`config.mk`:
```
export PLATFORM = sky130hd
export DESIGN_NAME = simon_sequence_player
export DESIGN_NICKNAME = d
export VERILOG_FILES = /design/src/rtl/simon_sequence_player.sv
export SDC_FILE = /design/constraint.sdc
export NUM_CORES = 1
export LEC_CHECK = 0
export BUFFER_PORTS_ARGS = -buffer_cell sky130_fd_sc_hd__clkbuf_2
export CAP_MARGIN = 25
export CORE_MARGIN = 2
export CORE_UTILIZATION = 40
export CTS_BUF_LIST = sky130_fd_sc_hd__clkbuf_4
export CTS_CLUSTER_SIZE = 14
export DETAILED_ROUTE_END_ITERATION = 6
export GPL_TIMING_DRIVEN = 0
export HOLD_SLACK_MARGIN = 0.02
export MAX_ROUTING_LAYER = met4
export PLACE_DENSITY_LB_ADDON = 0.15
export SETUP_SLACK_MARGIN = 0.2
export SLEW_MARGIN = 20
export SYNTH_ARGS = -nofsm -noshare
export SYNTH_HDL_FRONTEND = slang
export SYNTH_SLANG_ARGS = --single-unit
```
`constraint.sdc`:
```
create_clock -name clk -period 3.32 [get_ports clk]
set_clock_uncertainty 0.1 [all_clocks]
set_input_delay 0.166 -clock clk [delete_from_list [all_inputs] [get_ports clk]]
set_output_delay 0.166 -clock clk [all_outputs]
set_load 0.02 [all_outputs]
```
`src/rtl/simon_sequence_player.sv`:
```
// rtl/simon_sequence_player.sv - tick-paced Simon colour sequence playback onto one-hot LEDs
module simon_sequence_player #(
  parameter int SEQ_MAX   = 32,
  parameter int ON_TICKS  = 2,
  parameter int OFF_TICKS = 1,
  localparam int AW = $clog2(SEQ_MAX)
) (
  input  logic          clk,
  input  logic          rst_n,
  input  logic          tick,
  input  logic          start,
  input  logic          abort,
  input  logic [AW:0]   length,
  output logic [AW-1:0] rd_addr,
  input  logic [1:0]    rd_data,
  output logic [3:0]    led,
  output logic          busy,
  output logic          done
);

  localparam int TMAX = (ON_TICKS > OFF_TICKS) ? ON_TICKS : OFF_TICKS;
  localparam int TW   = $clog2(TMAX + 1);

  localparam logic [AW:0]   MAX_LEN  = (AW+1)'(SEQ_MAX);
  localparam logic [TW-1:0] ON_LAST  = TW'(ON_TICKS - 1);
  localparam logic [TW-1:0] OFF_LAST = TW'(OFF_TICKS - 1);

  typedef enum logic [2:0] {
    S_IDLE,
    S_LOAD,
    S_ON,
    S_GAP,
    S_DONE
  } state_t;

  state_t          state;
  logic [AW-1:0]   idx;
  logic [TW-1:0]   tick_cnt;
  logic [AW:0]     len_q;
  logic            last_entry;

  function automatic logic [3:0] onehot(input logic [1:0] colour);
    onehot = 4'b0001 << colour;
  endfunction

  assign last_entry = ({1'b0, idx} == (len_q - 1'b1));
  assign rd_addr    = idx;

  always_ff @(posedge clk or negedge rst_n) begin
    if (!rst_n) begin
      state    <= S_IDLE;
      idx      <= '0;
      tick_cnt <= '0;
      len_q    <= '0;
      led      <= 4'b0000;
      busy     <= 1'b0;
      done     <= 1'b0;
    end else begin
      done <= 1'b0;
      // abort outranks both start and tick, and suppresses the done pulse
      if (abort) begin
        state    <= S_IDLE;
        idx      <= '0;
        tick_cnt <= '0;
        led      <= 4'b0000;
        busy     <= 1'b0;
      end else begin
        case (state)
          S_IDLE: begin
            if (start) begin
              if (length != '0) begin
                len_q <= (length > MAX_LEN) ? MAX_LEN : length;
                idx   <= '0;
                busy  <= 1'b1;
                state <= S_LOAD;
              end else begin
                state <= S_DONE;
              end
            end
          end
          S_LOAD: begin
            led      <= onehot(rd_data);
            tick_cnt <= '0;
            state    <= S_ON;
          end
          S_ON: begin
            if (tick) begin
              if (tick_cnt == ON_LAST) begin
                led      <= 4'b0000;
                tick_cnt <= '0;
                state    <= S_GAP;
              end else begin
                tick_cnt <= tick_cnt + 1'b1;
              end
            end
          end
          S_GAP: begin
            if (tick) begin
              if (tick_cnt == OFF_LAST) begin
                tick_cnt <= '0;
                if (last_entry) begin
                  busy  <= 1'b0;
                  state <= S_DONE;
                end else begin
                  idx   <= idx + 1'b1;
                  state <= S_LOAD;
                end
              end else begin
                tick_cnt <= tick_cnt + 1'b1;
              end
            end
          end
          S_DONE: begin
            done  <= 1'b1;
            busy  <= 1'b0;
            led   <= 4'b0000;
            state <= S_IDLE;
          end
          default: state <= S_IDLE;
        endcase
      end
    end
  end

endmodule

```
# After elaboration in Yosys (flattened, before gate mapping)

Cells that the tools add are included.

Register bits after elaboration: 22
Output and inout bits: 11

Bitwise operators: 1
Equality and inequality tests: 14
Mux-type cells: 36
Shift operators: 1
Reductions and logical operators: 13
$lt $le $gt $ge: 1
Add/sub/neg operators: 3

Operators with widths:

| operator              | count |
|---|---|
| $mux W5               | 6 |
| $mux W3               | 8 |
| $ne A3 B3 Y1 const B  | 8 |
| $mux W4               | 3 |
| $pmux W3 S4           | 1 |
| $pmux W4 S3           | 1 |
| $reduce_and A6 Y1     | 2 |
| $reduce_bool A4 Y1    | 3 |
| $mux W2               | 5 |
| $pmux W5 S2           | 1 |
| $mux W1               | 8 |
| $eq A3 B2 Y1 const B  | 2 |
| $eq A5 B6 Y1          | 1 |
| $gt A6 B6 Y1 const B  | 1 |
| $mux W6               | 1 |
| $pmux W2 S3           | 1 |
| $reduce_and A3 Y1     | 2 |
| $reduce_bool A6 Y1    | 1 |
| $sub A6 B1 Y6 const B | 1 |
| $add A5 B1 Y5 const B | 1 |
| $reduce_and A5 Y1     | 1 |
| $reduce_and A4 Y1     | 1 |
| $shl A1 B2 Y4 const A | 1 |
| $eq A3 B1 Y1 const B  | 1 |
| other kinds (8)       | 8 |

# Depth between registers and ports, before layout

Depth after elaboration: 7
Depth in mapped cells: 9
Depth with buffers taken out: 8

# Least setup slack after synthesis

No wires, ideal clock.

Kind: register -> register
Start point: register len_q[0]
End point: register idx[2] (netlist: rd_addr[2])
Buffers on the path: 1
Cell stages (with the launch flop): 10
Clock period less this slack: 1.986 ns
Arrival: 1.816 ns
Slack: 1.334 ns
Path through: dfrtp_1 inv_1 ha_1 xor2_1 nand2_1 a2111oi_2 o311a_1 buf_6 or4_1 nand3_1

Longest elaborated chain between the ends: 4

RTL lines:

| item                               | RTL line | RTL |
|---|---|---|
| from (decl)                        | 39       | `logic [AW:0] len_q;` |
| from (signal assigned)             | 72       | `len_q <= (length > MAX_LEN) ? MAX_LEN : length;` |
| $sub A6 B1 Y6                      | 46       | `assign last_entry = ({1'b0, idx} == (len_q - 1'b1));` |
| $eq A5 B6 Y1                       | 46       |  |
| $ne A3 B3 Y1 (no source line)      | --       |  |
| $reduce_and A6 Y1 (no source line) | --       |  |
| to (signal assigned)               | 105      | `idx <= idx + 1'b1;` |
| to (decl)                          | 37       | `logic [AW-1:0] idx;` |

Every way passes these cells.
A chain may end at the register's enable or synchronous reset.

# Final worst setup path

Start point: register len_q[0]
End point: register idx[1] (netlist: rd_addr[1])

The elaborated chain is that of the path after synthesis.

==> flow_metrics.py <==
metrics = {
    "route": {
        "routed.top_layer": "met4",
        "via_count": 1272,
        "routed_wl_um": 3040,
        "dr.pass1.iters": 4,
        "drt_iter0_drc": 37,
        "wl_met2_um": 1510,
        "final_antenna_net_count": 0,
        "drt-wirelength-per-cell_um": 12.5,
        "dr_wl_met3_um": 97,
        "avgViaCountPerCell": 5.23,
        "wl_met1_um": 1350,
        "post-route-drc-count": 0,
    },
    "layout": {
        "layout_common_cells": "nand2_1 (26), dfrtp_1 (22), clkbuf_2 (22)",
        "drive_above_1_share_pct": 18.3,
        "syn_to_final_growth_pct": 23.0,
        "antenna_cells": 0,
        "mostFrequentLayoutCell": "nand2_1",
        "nets": 217,
        "fill_cells": 322,
    },
    "synth": {
        "synthesis.area_um2": 1390,
        "synth_fp_nets": 180,
        "avgSynthCellArea_um2": 8.66,
        "ys_types": 39,
        "synth-seq-cells": 22,
        "yosysWarnings": 0,
        "ys_seq_area_share_pct": 39.5,
        "synth_cells": 161,
    },
    "global_routing": {
        "antenna_found_initial": 0,
        "grt_pass1_vias": 1233,
        "grt_max_degree": 23,
        "overflow": 0,
        "grt_usage_pct": 17.3,
        "grt_first_pass_wirelength_um": 5390,
    },
    "pwr": {
        "switching_share_pct": 28.7,
        "power_leakage_uw": 0.000758,
        "clkPwrFrac_pct": 31.0,
        "power_density_nw_per_um2": 392,
        "internal-power_uw": 479,
        "comb_power_share_pct": 23.3,
        "switching_power_uw": 193,
        "total_power_uw": 672,
        "seq_power_share_pct": 45.7,
        "peakVddDrop_uv": 201,
    },
    "timing": {
        "setup_viol": 0,
        "period_share_pct": 65.6,
        "setup_tns_ns": 0,
        "fmax_mhz": 459,
        "slew_headroom_pct": 62.8,
        "rsz0062_at_grt": "false",
        "worstMarginPinSlew_ns": 0.559,
        "period_minus_slack_ns": 2.18,
        "drv_slew": 0,
        "hold_violations": 0,
    },
    "die": {
        "start_util_pct": 41.8,
        "io_pins": 24,
        "rows": 21,
        "die_w_um": 63.0,
        "die-height_um": 63.0,
        "design.die.area_um2": 3970,
        "coreArea_um2": 3340,
    },
    "critical_path": {
        "required_ns": 3.46,
        "cp_top_family": "compound AO/OA/AOI/OAI gates",
        "crit_arrival_ns": 2.32,
        "max_stage_delay_ns": 0.46,
        "r2r_start": "len_q[0]",
        "crit_type": "reg -> reg",
        "r2r-end": "rd_addr[1]",
        "critPathLaunch": "len_q[0]",
        "startpoint_type": "flip-flop",
        "critPathSlowestCell": "dfrtp_1",
        "worst-path-buf-inv": 2,
        "reg2reg_slack_ns": 1.14,
        "cp-end-kind": "flip-flop",
        "path_cells": "inv_1 -> ha_1 -> xor2_1 -> nand2_1 -> a2111oi_2 -> o311a_1 -> buf_6 -> a21oi_1 -> o22ai_1",
        "cp_max_fo": 10,
        "r2r_cells": 9,
    },
    "clock_network": {
        "cts_sinks": 22,
        "cts_buffers": 3,
        "clock-root-buffer": "clkbuf_4",
        "cts_setup_buffers": 0,
        "clock_path_buffers": 2,
        "htreeDepth": 1,
        "clk_pin_slew_worst_paths_ns": 0.13,
        "cts_tree": "done",
        "clock_latency_ns": 0.31,
    },
    "hold_path": {
        "min_to": "len_q[4]",
        "min_path_cells": 3,
        "worstHoldPathType": "in -> reg",
        "holdCritStartpoint": "length[5]",
    },
    "job": {
        "maxCapViolCount": 0,
    },
    "placement": {
        "io_buffers": 22,
        "place.gp.congestion": 0.900,
        "post-dp-hpwl_um": 2280,
    },
    "outcome": {
        "status": "finished, final reports clean",
    },
}
final cells by class:
cell class | count | area [µm²] | share of cell area [%]
Buffer | 7 | 42.5 | 2.48
Clock buffer | 3 | 22.5 | 1.31
Clock inverter | 1 | 30.0 | 1.75
Inverter | 11 | 41.3 | 2.41
Multi-Input combinational cell | 121 | 759 | 44.3
Sequential cell | 22 | 551 | 32.1
Tap cell | 46 | 57.6 | 3.36
Timing Repair Buffer | 32 | 210 | 12.3
how the worst max path moves through the flow:
| stage | depth (start not counted) | end | slack (ns) |
|---|---|---|---|
| 5_1_grt | 9 | rd_addr[1] | 0.95 |
| 4_1_cts | 9 | rd_addr[1] | 1.12 |
| 2_1_floorplan | 9 | rd_addr[2] | 1.33 |
| 3_3_place_gp | 9 | rd_addr[1] | 1.23 |
| 6_report | 9 | rd_addr[1] | 1.14 |
| 3_5_place_dp | 9 | rd_addr[1] | 1.16 |
logic make-up (layout without fill, tap and decap cells):
logic type	after synthesis	after routing	share of synthesized area [%]
AND/OR/NAND/NOR	68	68	25.2
AO/OA/AOI/OAI	40	40	19.4
flip-flops	22	22	39.5
buffers and inverters	18	54	6.01
adder cells (fa/ha/maj)	6	6	5.39
XOR/XNOR	6	6	3.77
multiplexers	1	1	0.718
sequential cells by signal, indices dropped and copies added, names as in the netlist:
register	flops
busy	1
rd_addr	5
done	1
led	4
len_q	6
state	3
tick_cnt	2
through the flow:
step | cells | utilization [%] | setup slack (ns) | hold slack, ns | instance area (µm²)
global placement | 229 | 46.8 | 1.23 | 0.0818 | 1560
CTS | 243 | 51.4 | 1.12 | 0.0644 | 1710
detailed placement | 229 | 46.8 | 1.16 | 0.0971 | 1560
floorplan | 161 | - | 1.33 | -0.230 | 1390
finish | 243 | 51.4 | 1.14 | 0.0719 | 1710
global route | 243 | 51.4 | 0.951 | 0.0911 | 1710
per-layer routing:
layer  vias up  track usage (%)
li1        647                -
met5         -                -
met3         8             2.34
met2        26             28.7
met4         0             7.50
met1       591             21.1
synth_stat cells (all sizes together):
cell type / count / area share, %
nand2: 27 / 7.5
dfrtp: 22 / 39
o21ai: 14 / 5.0
inv: 11 / 3.0
nor2: 9 / 2.4
a21oi: 8 / 2.9
nand2b: 7 / 3.1
nand3: 7 / 2.5
ha: 6 / 5.4
clkbuf: 4 / 1.1
nor3: 4 / 2.2
nor4: 4 / 1.8
o211ai: 4 / 2.2
xnor2: 4 / 2.5
a31oi: 3 / 2.4
buf: 3 / 2.0
or4: 3 / 1.6
a211oi: 2 / 1.1
a21o: 2 / 1.2
a22o: 2 / 1.3
nand4: 2 / 0.90
xor2: 2 / 1.3
a2111oi: 1 / 1.1
a221oi: 1 / 0.63
mux2i: 1 / 0.72
nand4b: 1 / 0.63
nor2b: 1 / 0.45
nor4b: 1 / 1.1
o21bai: 1 / 0.54
o22ai: 1 / 0.45
o311a: 1 / 0.72
or3: 1 / 0.45
or3b: 1 / 0.63
what timing repair did:
| item | 4_1_cts | 5_1_grt |
|---|---|---|
| resized for setup | 0 | 0 |
| hold buffers | 10 | 0 |
| endpoints found under the hold margin | 31 | 0 |
power groups by stage:
| stage | sequential, µW | combinational, µW | clock, µW |
|---|---|---|---|
| floorplan | 313 | 107 | 0 |
| global placement | 313 | 144 | 0 |
| detailed placement | 313 | 148 | 0 |
| CTS | 308 | 158 | 216 |
| global route | 312 | 178 | 230 |
| finish | 307 | 157 | 208 |
worst reg2reg max path: cells and delay by family, from the launching register on:
| kind | cells | cell delay, ns |
|---|---|---|
| DFF | 1 | 0.46 |
| xor gates and xnor gates | 1 | 0.15 |
| AOI/OAI and AO/OA | 4 | 0.79 |
| and+or+nand+nor | 1 | 0.09 |
| buffers and inverters | 2 | 0.23 |
| adders and majority gates | 1 | 0.30 |
No activity file was read; power rests on OpenSTA's default activity.
